**src/rtl/vip_pkg.sv**
```systemverilog
`default_nettype none
// ============================================================================
//  Module      : vip_pkg
//  Description : Shared definitions for the VIP packet arbiter. These are the
//                packet ID values carried in data[3:0] of the SOP beat, the
//                position of that ID field, and the arbiter state encoding.
//  Revision    : 1.0 - initial release
// ============================================================================
package vip_pkg;

    // Packet IDs carried in the low nibble of the SOP beat
    localparam logic [3:0] PKT_ID_VIDEO = 4'h0;
    localparam logic [3:0] PKT_ID_CTRL  = 4'hF;

    // Location of the ID field inside a beat
    localparam int ID_MSB = 3;
    localparam int ID_LSB = 0;

    // Arbiter states
    typedef enum logic [1:0] {
        IDLE   = 2'd0,
        GRANT0 = 2'd1,
        GRANT1 = 2'd2
    } arb_state_e;

    // True when an SOP ID marks a control packet
    function automatic logic is_ctrl_id(input logic [3:0] id);
        return (id == PKT_ID_CTRL);
    endfunction

endpackage : vip_pkg
`default_nettype wire

```
**src/rtl/vip_packet_arbiter_2to1.sv**
```systemverilog
`default_nettype none
// ============================================================================
//  Module      : vip_packet_arbiter_2to1
//  Description : Packet-atomic round-robin arbiter. It shares one Avalon-ST
//                video datapath between two sources. Each packet gets one
//                grant, and granted beats pass through with zero latency.
//                Beats of different packets are never interleaved. Orphan
//                beats (valid without SOP while idle) are flushed and counted.
//  Ports       : clk, reset_n (async, active-low)
//                sink0_* / sink1_*  : Avalon-ST inputs (data/valid/ready/sop/eop)
//                source_*           : arbitrated Avalon-ST output
//                grant              : one-hot active sink, 2'b00 when idle
//                drop_count         : saturating count of flushed orphan beats
//  Options     : VIP_FRAME_LOCK_EN - after a control packet (SOP ID 4'hF) the
//                grant stays on the same source until the end of the next
//                non-control packet. The control packet and its frame
//                therefore travel together.
//  Revision    : 1.0 - initial release
// ============================================================================
module vip_packet_arbiter_2to1 #(
    parameter int DATA_W     = 30,
    parameter int DROP_CNT_W = 16
) (
    input  logic                  clk,
    input  logic                  reset_n,
    input  logic [DATA_W-1:0]     sink0_data,
    input  logic                  sink0_valid,
    output logic                  sink0_ready,
    input  logic                  sink0_sop,
    input  logic                  sink0_eop,
    input  logic [DATA_W-1:0]     sink1_data,
    input  logic                  sink1_valid,
    output logic                  sink1_ready,
    input  logic                  sink1_sop,
    input  logic                  sink1_eop,
    output logic [DATA_W-1:0]     source_data,
    output logic                  source_valid,
    input  logic                  source_ready,
    output logic                  source_sop,
    output logic                  source_eop,
    output logic [1:0]            grant,
    output logic [DROP_CNT_W-1:0] drop_count
);

    import vip_pkg::*;

    arb_state_e              state_q, state_d;
    logic                    rr_ptr_q, rr_ptr_d;     // preferred sink on a tie
    logic [DROP_CNT_W-1:0]   drop_count_q, drop_count_d;
`ifdef VIP_FRAME_LOCK_EN
    logic                    is_ctrl_q, is_ctrl_d;   // current packet is a control packet
    logic                    w_pkt_ctrl;
`endif

    logic                    w_cand0, w_cand1;
    logic                    w_flush0, w_flush1;
    logic [1:0]              w_drop_inc;
    logic [DROP_CNT_W:0]     w_drop_sum;
    logic                    w_granted;
    logic                    w_sel1;
    logic [DATA_W-1:0]       w_sel_data;
    logic                    w_sel_valid, w_sel_sop, w_sel_eop;
    logic                    w_xfer;

    // SOP requests and orphan flushes only matter while idle. The flush
    // ready is gated by reset_n so both readies read 0 during reset.
    assign w_cand0  = sink0_valid & sink0_sop;
    assign w_cand1  = sink1_valid & sink1_sop;
    assign w_flush0 = reset_n & (state_q == IDLE) & sink0_valid & ~sink0_sop;
    assign w_flush1 = reset_n & (state_q == IDLE) & sink1_valid & ~sink1_sop;

    assign w_drop_inc = {1'b0, w_flush0} + {1'b0, w_flush1};
    assign w_drop_sum = {1'b0, drop_count_q} + {{(DROP_CNT_W-1){1'b0}}, w_drop_inc};

    // Mux for the granted sink
    assign w_granted   = (state_q == GRANT0) || (state_q == GRANT1);
    assign w_sel1      = (state_q == GRANT1);
    assign w_sel_data  = w_sel1 ? sink1_data  : sink0_data;
    assign w_sel_valid = w_sel1 ? sink1_valid : sink0_valid;
    assign w_sel_sop   = w_sel1 ? sink1_sop   : sink0_sop;
    assign w_sel_eop   = w_sel1 ? sink1_eop   : sink0_eop;
    assign w_xfer      = w_granted & w_sel_valid & source_ready;

`ifdef VIP_FRAME_LOCK_EN
    // A single-beat packet carries its own ID, so classify it from the live
    // beat. Otherwise use the flag captured at this packet's SOP.
    assign w_pkt_ctrl = w_sel_sop ? is_ctrl_id(w_sel_data[ID_MSB:ID_LSB]) : is_ctrl_q;
`endif

    always_comb begin
        state_d      = state_q;
        rr_ptr_d     = rr_ptr_q;
        drop_count_d = drop_count_q;
`ifdef VIP_FRAME_LOCK_EN
        is_ctrl_d    = is_ctrl_q;
`endif
        source_data  = '0;
        source_valid = 1'b0;
        source_sop   = 1'b0;
        source_eop   = 1'b0;
        sink0_ready  = 1'b0;
        sink1_ready  = 1'b0;

        case (state_q)
            IDLE: begin
                // Orphans are accepted and discarded. SOP holders wait.
                sink0_ready  = w_flush0;
                sink1_ready  = w_flush1;
                drop_count_d = w_drop_sum[DROP_CNT_W] ? {DROP_CNT_W{1'b1}}
                                                      : w_drop_sum[DROP_CNT_W-1:0];
                if (w_cand0 && (!w_cand1 || !rr_ptr_q)) begin
                    state_d = GRANT0;
                end else if (w_cand1) begin
                    state_d = GRANT1;
                end
            end

            GRANT0, GRANT1: begin
                source_data  = w_sel_data;
                source_valid = w_sel_valid;
                source_sop   = w_sel_sop;
                source_eop   = w_sel_eop;
                if (w_sel1) begin
                    sink1_ready = source_ready;
                end else begin
                    sink0_ready = source_ready;
                end

                if (w_xfer) begin
`ifdef VIP_FRAME_LOCK_EN
                    if (w_sel_sop) begin
                        is_ctrl_d = is_ctrl_id(w_sel_data[ID_MSB:ID_LSB]);
                    end
                    // A control packet keeps the grant for the frame after it
                    if (w_sel_eop && !w_pkt_ctrl) begin
                        state_d  = IDLE;
                        rr_ptr_d = ~w_sel1;
                    end
`else
                    if (w_sel_eop) begin
                        state_d  = IDLE;
                        rr_ptr_d = ~w_sel1;
                    end
`endif
                end
            end

            default: begin
                state_d = IDLE;
            end
        endcase
    end

    always_ff @(posedge clk or negedge reset_n) begin
        if (!reset_n) begin
            state_q      <= IDLE;
            rr_ptr_q     <= 1'b0;
            drop_count_q <= '0;
`ifdef VIP_FRAME_LOCK_EN
            is_ctrl_q    <= 1'b0;
`endif
        end else begin
            state_q      <= state_d;
            rr_ptr_q     <= rr_ptr_d;
            drop_count_q <= drop_count_d;
`ifdef VIP_FRAME_LOCK_EN
            is_ctrl_q    <= is_ctrl_d;
`endif
        end
    end

    // grant is a decode of the state register, so it changes only on clock edges
    assign grant      = {(state_q == GRANT1), (state_q == GRANT0)};
    assign drop_count = drop_count_q;

endmodule : vip_packet_arbiter_2to1
`default_nettype wire
```
**config.mk**
```make
export PLATFORM = sky130hd
export DESIGN_NAME = vip_packet_arbiter_2to1
export DESIGN_NICKNAME = d
export VERILOG_FILES = /design/src/rtl/vip_pkg.sv /design/src/rtl/vip_packet_arbiter_2to1.sv
export SDC_FILE = /design/constraint.sdc
export NUM_CORES = 1
export LEC_CHECK = 0
export BUFFER_PORTS_ARGS = -buffer_cell sky130_fd_sc_hd__buf_2
export CAP_MARGIN = 30
export CORE_MARGIN = 5
export CORE_UTILIZATION = 41
export CTS_CLUSTER_DIAMETER = 80
export CTS_CLUSTER_SIZE = 20
export DETAILED_ROUTE_END_ITERATION = 10
export GPL_ROUTABILITY_DRIVEN = 0
export PLACE_DENSITY_LB_ADDON = 0.08
export REMOVE_ABC_BUFFERS = 1
export SYNTH_ARGS = -nofsm -noshare
export SYNTH_HDL_FRONTEND = slang
export SYNTH_SLANG_ARGS = --single-unit
```
**constraint.sdc**
```tcl
create_clock -name clk -period 3.3 [get_ports clk]
set_clock_uncertainty 0.15 [all_clocks]
set_input_delay 0.33 -clock clk [delete_from_list [all_inputs] [get_ports clk]]
set_output_delay 0.33 -clock clk [all_outputs]
set_load 0.01 [all_outputs]
```
# Word-level counts from Yosys, hierarchy flattened
# Cells that the tools add are included.
# op_classes
add_sub_neg	2
n_eq_ne	5
mux	18
bitwise_logic	12
n_reduce_logical	9
# op_table
op	count
2-to-1 mux 30 bit	2
adder 16 x 2 -> 17 bit	1
2-to-1 mux 16 bit	1
AND 1 bit	9
2-to-1 mux 1 bit	8
2-to-1 mux 2 bit	4
AND reduction 3 bit	2
!= test 2 bit (second input constant)	2
case mux 1 bit (2 select lines)	2
case mux 2 bit (2 select lines)	1
!= test 3 x 2 -> 1 bit (second input constant)	1
inverter 1 bit	3
adder 1 x 1 -> 2 bit	1
equality test 2 x 1 -> 1 bit (second input constant)	1
equality test 2 bit (second input constant)	1
logical NOT 1 bit	2
logical NOT 2 bit	1
logical OR 1 bit	2
OR reduction 2 bit	1
logical AND 1 bit	1
# word_totals
ff_bits	19
in_bits	69
out_inout_bits	53
wordCells	49

# Longest topological paths before layout
# logic_depth
depth_word	7
ltp_mapped	12
mapped_depth_nobuf	10

# Worst setup path after synthesis
# Ideal clock, no wire load.
# synth_timing
path_kind	register to register
start	register state_q[0]
end	register drop_count_q[0] (netlist: drop_count[0])
setup_ns	0.068
arrival_ns	2.359
required_ns	3.082
setup_slack_ns	0.724
stages_incl_launch_ff	13
path_buffers	2
cell_sequence	dfrtp_1 > inv_1 > ha_1 > buf_4 > nand2_1 > nor3b_1 > fa_1 > ha_1 > nand4_2 > nor2_2 > nand3_1 > clkbuf_1 > nand2_1
# synth_between
elab_chain_len	7
elab_cells_between_ends	9
classes_between	2 x add/sub; 1 x mux; 5 x bitwise; 1 x reduce/logical
# synth_rtl
item	line	text
start: declaration	vip_packet_arbiter_2to1.sv:47	arb_state_e state_q, state_d;
start signal: assignment	vip_packet_arbiter_2to1.sv:163	state_q <= state_d;
logical NOT 2 bit (*)	vip_packet_arbiter_2to1.sv:69, vip_packet_arbiter_2to1.sv:70, vip_packet_arbiter_2to1.sv:104	
AND 1 bit	vip_packet_arbiter_2to1.sv:69, vip_packet_arbiter_2to1.sv:70	
AND 1 bit, on equally long branches (2 in series)	vip_packet_arbiter_2to1.sv:69, vip_packet_arbiter_2to1.sv:70	
adder 1 x 1 -> 2 bit	vip_packet_arbiter_2to1.sv:72	assign w_drop_inc = {1'b0, w_flush0} + {1'b0, w_flush1};
adder 16 x 2 -> 17 bit	vip_packet_arbiter_2to1.sv:73	assign w_drop_sum = {1'b0, drop_count_q} + {{(DROP_CNT_W-1){1'b0}}, w_drop_inc};
2-to-1 mux 16 bit	vip_packet_arbiter_2to1.sv:109	drop_count_d = w_drop_sum[DROP_CNT_W] ? {DROP_CNT_W{1'b1}}
end signal: assignment	vip_packet_arbiter_2to1.sv:165	drop_count_q <= drop_count_d;
end: declaration	vip_packet_arbiter_2to1.sv:49	logic [DROP_CNT_W-1:0] drop_count_q, drop_count_d;
# Mark *: on every way between the ends. The rest lies on a longest branch, timed or not.
# A chain may end at the register's enable or synchronous reset.

# Worst setup path after layout
# layout_timing
start	register state_q[0]
end	register drop_count_q[2] (netlist: drop_count[2])
# Same word-level chain as after synthesis.

==> out/summary.log <==
[setup_path] minimum setup slack among reg-to-reg paths 0.45 ns
[yosys] post-synthesis share of cell area spent on xor and xnor gates 5.65%
[setup_path] Crit Path Max Fanout 13
[sta] Tmin final 2.85 ns
[drt] per-cell routed wire length 14.8 µm
[yosys] number of flip-flops and latches in the synthesized netlist 19
[cells_and_area] fraction of layout instances using a drive strength above 1 46.2%
[yosys] most common cell in the netlist sky130_fd_sc_hd__mux2i_1
[global_route] pin count of the biggest net entering global routing 36
[sta] final setup violation count 0
[setup_path] buffering stage count on the worst path with inverters included 1
[cells_and_area] Syn-to-layout area delta 40.7%
[yosys] ranking of synthesized cells by area sky130_fd_sc_hd__dfrtp_1 (28%), sky130_fd_sc_hd__mux2i_1 (21%), sky130_fd_sc_hd__nor2b_1 (12%), sky130_fd_sc_hd__nand2_1 (4.8%), sky130_fd_sc_hd__ha_1 (3.7%)
[setup_path] Crit Path Class reg -> reg
[yosys] async set-or-reset flop fraction in the synthesized netlist 100%
[hold_path] min-delay worst type in -> reg
[drt] drt pass-1 iters 3
[clock_tree] Gates resized, CTS repair 0
[run] max-capacitance violation count 0
[yosys] leading cell types by count after synthesis sky130_fd_sc_hd__mux2i_1 (35), sky130_fd_sc_hd__nor2b_1 (34), sky130_fd_sc_hd__nand2_1 (22), sky130_fd_sc_hd__dfrtp_1 (19), sky130_fd_sc_hd__nor2_1 (7)
[sta] post-route worst hold slack 0.226 ns
[sta] pin slew with the least headroom to its limit 0.486 ns
[clock_tree] CTS HTree Levels 1
[yosys] unique cell type count in the Yosys netlist 36
[sta] Final Hold Fails 0
[sta] part of the cycle the worst path needs 86.3%
[setup_path] Worst Reg-to-Reg Cells 10
[hold_path] hold_sp sink1_eop
[global_route] number of global-route vias before repair 1,601
[floorplan] top-level port count 122
[clock_tree] post-CTS setup repair buffer count 0
[floorplan] total die area 5550 µm²
[setup_path] critical path required time 3.34 ns
[sta] Worst Setup Slack, final 0.451 ns
[global_route] overall routing resource usage 17.8%
[setup_path] destination of the worst register-to-register timing path drop_count[2]
[yosys] cell type with the highest aggregate area in the netlist sky130_fd_sc_hd__dfrtp_1
[yosys] post-synthesis cell count 187
[global_route] initial antenna violation count 0
[global_route] first-pass GRT wire length 7.76 mm
[global_route] grt total ovfl 0
[clock_tree] deepest clock path buffer count 2
[sta] Setup TNS 0 ns
[drt] via count 1,717
[pwr] static leakage 1.36 nW
[cells_and_area] fin nets 381
[setup_path] family of cells with the greatest summed delay on the critical path simple AND/OR/NAND/NOR gates
[floorplan] Die Y-Extent 74.5 µm
[yosys] compound-gate portion of the synthesized area 5.36%
[clock_tree] Worst-path clk slew 0.07 ns
[drt] Avg Vias per Cell 4.84
[hold_path] worst hold path endpoint rr_ptr_q
[setup_path] CP cell instances inv_1, ha_1, nand2_1, nor3b_1, fa_1, ha_1, nand4_2, nor2_2, nand3_1, nand2_1
[drt] post-route antenna net violation count 0
[pwr] peak ir drop on the vdd network 330 µV
[placed_design] worst slack at placement 0.442 ns
[sta] setup repair after global routing missed its margin false
[setup_path] data arrival time of the critical path 2.89 ns
[pwr] power density cells 617 nW/µm²
[setup_path] element type at the critical path end flip-flop
[yosys] netlist area before placement 1700 µm²
[sta] worst slew margin relative to its limit 67.5%
[setup_path] Critical path origin state_q[0]
[run_status] run status complete, no violations
[setup_path] reg-to-reg startpoint state_q[0]
[clock_tree] clock insertion delay at the later pin of the skew report 0.26 ns
[placed_design] Port-buffer cells 121
[yosys] mux share of post-synthesis cell area 21.4%
[sta] upper clock frequency limit 0.351 GHz
[yosys] mean cell area of the mapped netlist 9.11 µm²
[yosys] area share of the largest cell type after synthesis 27.9%
[drt] initial DRC count 61
[yosys] synthesized-area fraction occupied by adder cells 4.85%
[yosys] primary flip-flop cell chosen by synthesis mapping sky130_fd_sc_hd__dfrtp_1
[setup_path] slowest stage cell, crit path sky130_fd_sc_hd__dfrtp_1
[yosys] number of flops mapped to enable cells by yosys 0
[floorplan] horizontal die dimension 74.5 µm
[yosys] dominant combinational cell family by area after synthesis simple AND/OR/NAND/NOR gates
[clock_tree] clock tree from TritonCTS done
[floorplan] number of rows in the core area 23
[drt] DRT Wirelength 5.25 mm
[sta] final max-slew violation count 0
[clock_tree] Clock Root Buffer sky130_fd_sc_hd__clkbuf_8
[setup_path] startpoint kind of the worst setup timing path flip-flop
[drt] number of DRC violations after detailed routing 0
[yosys] part of the Yosys area used for sequential elements 27.9%
[clock_tree] number of sinks handled by clock tree synthesis 19
[yosys] count of synthesis-stage warnings from yosys 0
[floorplan] area inside the core boundary 4030 µm²
[cells_and_area] ANT cells 0
[clock_tree] total CTS buffers 3
[yosys] area share of and/or/nand/nor cells after synthesis 30.4%
[floorplan] effective utilization at floorplan 42.3%
[placed_design] placed wire-length estimate 4.25 mm
[hold_path] count of cells along the worst hold path 3
[setup_path] delay of the slowest cell on the worst path 0.40 ns
-- flip-flops by register name, summed over array words and instances, names as in the netlist --
signal and cells:
drop_count 16, rr_ptr_q 1, state_q 2
-- repair_timing --
item,in CTS,in global routing
hold buffers,1,0
hold endpoints to repair,19,0
endpoints found under the setup margin,0,0
-- worst max path at each step --
stage                     to  slack, ns  cells past startpoint
4_1_cts        drop_count[2]       0.41                     10
5_1_grt        drop_count[2]       0.06                     10
2_1_floorplan     state_q[0]       0.34                      6
6_report       drop_count[2]       0.45                     10
3_5_place_dp   drop_count[2]       0.44                     10
3_3_place_gp   drop_count[2]       0.56                     10
-- cell families after synthesis --
kind of cell             Yosys count
AND/OR/NAND/NOR                   87
multiplexers                      36
flip-flops                        19
buffers and inverters             15
AO/OA/AOI/OAI                     13
XOR/XNOR                          11
adder cells (fa/ha/maj)            6
-- cells in the final DEF, fill, tap and decap left out, types with 5 or more instances in the layout --
cell / Yosys / routed
sky130_fd_sc_hd__buf_2: 3 / 121
sky130_fd_sc_hd__dfrtp_1: 19 / 19
sky130_fd_sc_hd__mux2i_1: 35 / 35
sky130_fd_sc_hd__nand2_1: 22 / 22
sky130_fd_sc_hd__nand3_1: 6 / 6
sky130_fd_sc_hd__nor2_1: 7 / 7
sky130_fd_sc_hd__nor2b_1: 34 / 34
sky130_fd_sc_hd__xnor2_1: 5 / 5
sky130_fd_sc_hd__xor2_1: 6 / 6
-- layer usage --
layer | share of wire, % | global-route usage, % | up-vias | wire [µm]
met2 | 48 | 32.1 | 68 | 2530
met1 | 41 | 21.9 | 771 | 2180
met3 | 9.4 | 2.97 | 5 | 496
met5 | 0 | 0 | - | 0
met4 | 0.97 | 4.74 | 0 | 51
li1 | - | - | 873 | -
-- power by group --
group | switching, W | leakage [nW] | internal (W)
Clock | 0.0000804 | 0.0255 | 0.0000841
Sequential | 0.0000506 | 0.252 | 0.000269
Combinational | 0.000527 | 1.08 | 0.000469
Total | 0.000658 | 1.36 | 0.000822
-- final cells by class --
| class | count | area [µm²] |
|---|---|---|
| Fill cell | 367 | 1630 |
| Timing Repair Buffer | 126 | 646 |
| Tap cell | 50 | 62.6 |
| Inverter | 3 | 11.3 |
| Clock inverter | 1 | 5.00 |
| Multi-Input combinational cell | 153 | 1160 |
| Sequential cell | 19 | 475 |
| Clock buffer | 3 | 41.3 |
-- worst reg2reg max path, cell delays in order (launching register included) --
cell and delay [ns]:
sky130_fd_sc_hd__dfrtp_1 0.40, sky130_fd_sc_hd__inv_1 0.11, sky130_fd_sc_hd__ha_1 0.18, sky130_fd_sc_hd__nand2_1 0.09, sky130_fd_sc_hd__nor3b_1 0.32, sky130_fd_sc_hd__fa_1 0.28, sky130_fd_sc_hd__ha_1 0.20, sky130_fd_sc_hd__nand4_2 0.22
sky130_fd_sc_hd__nor2_2 0.25, sky130_fd_sc_hd__nand3_1 0.40, sky130_fd_sc_hd__nand2_1 0.18
-- metrics by stage --
stage | instances | cell area, µm² | util, % | total power [W]
finish | 355 | 2400 | 59.5 | 0.00148
global route | 355 | 2400 | 59.5 | 0.00160
CTS | 355 | 2400 | 59.5 | 0.00149
detailed placement | 350 | 2340 | 58.1 | 0.00132
global placement | 350 | 2340 | 58.1 | 0.00132
floorplan | 175 | 1640 | - | 0.000953
Note: power is estimated with default switching activity, not from simulation.
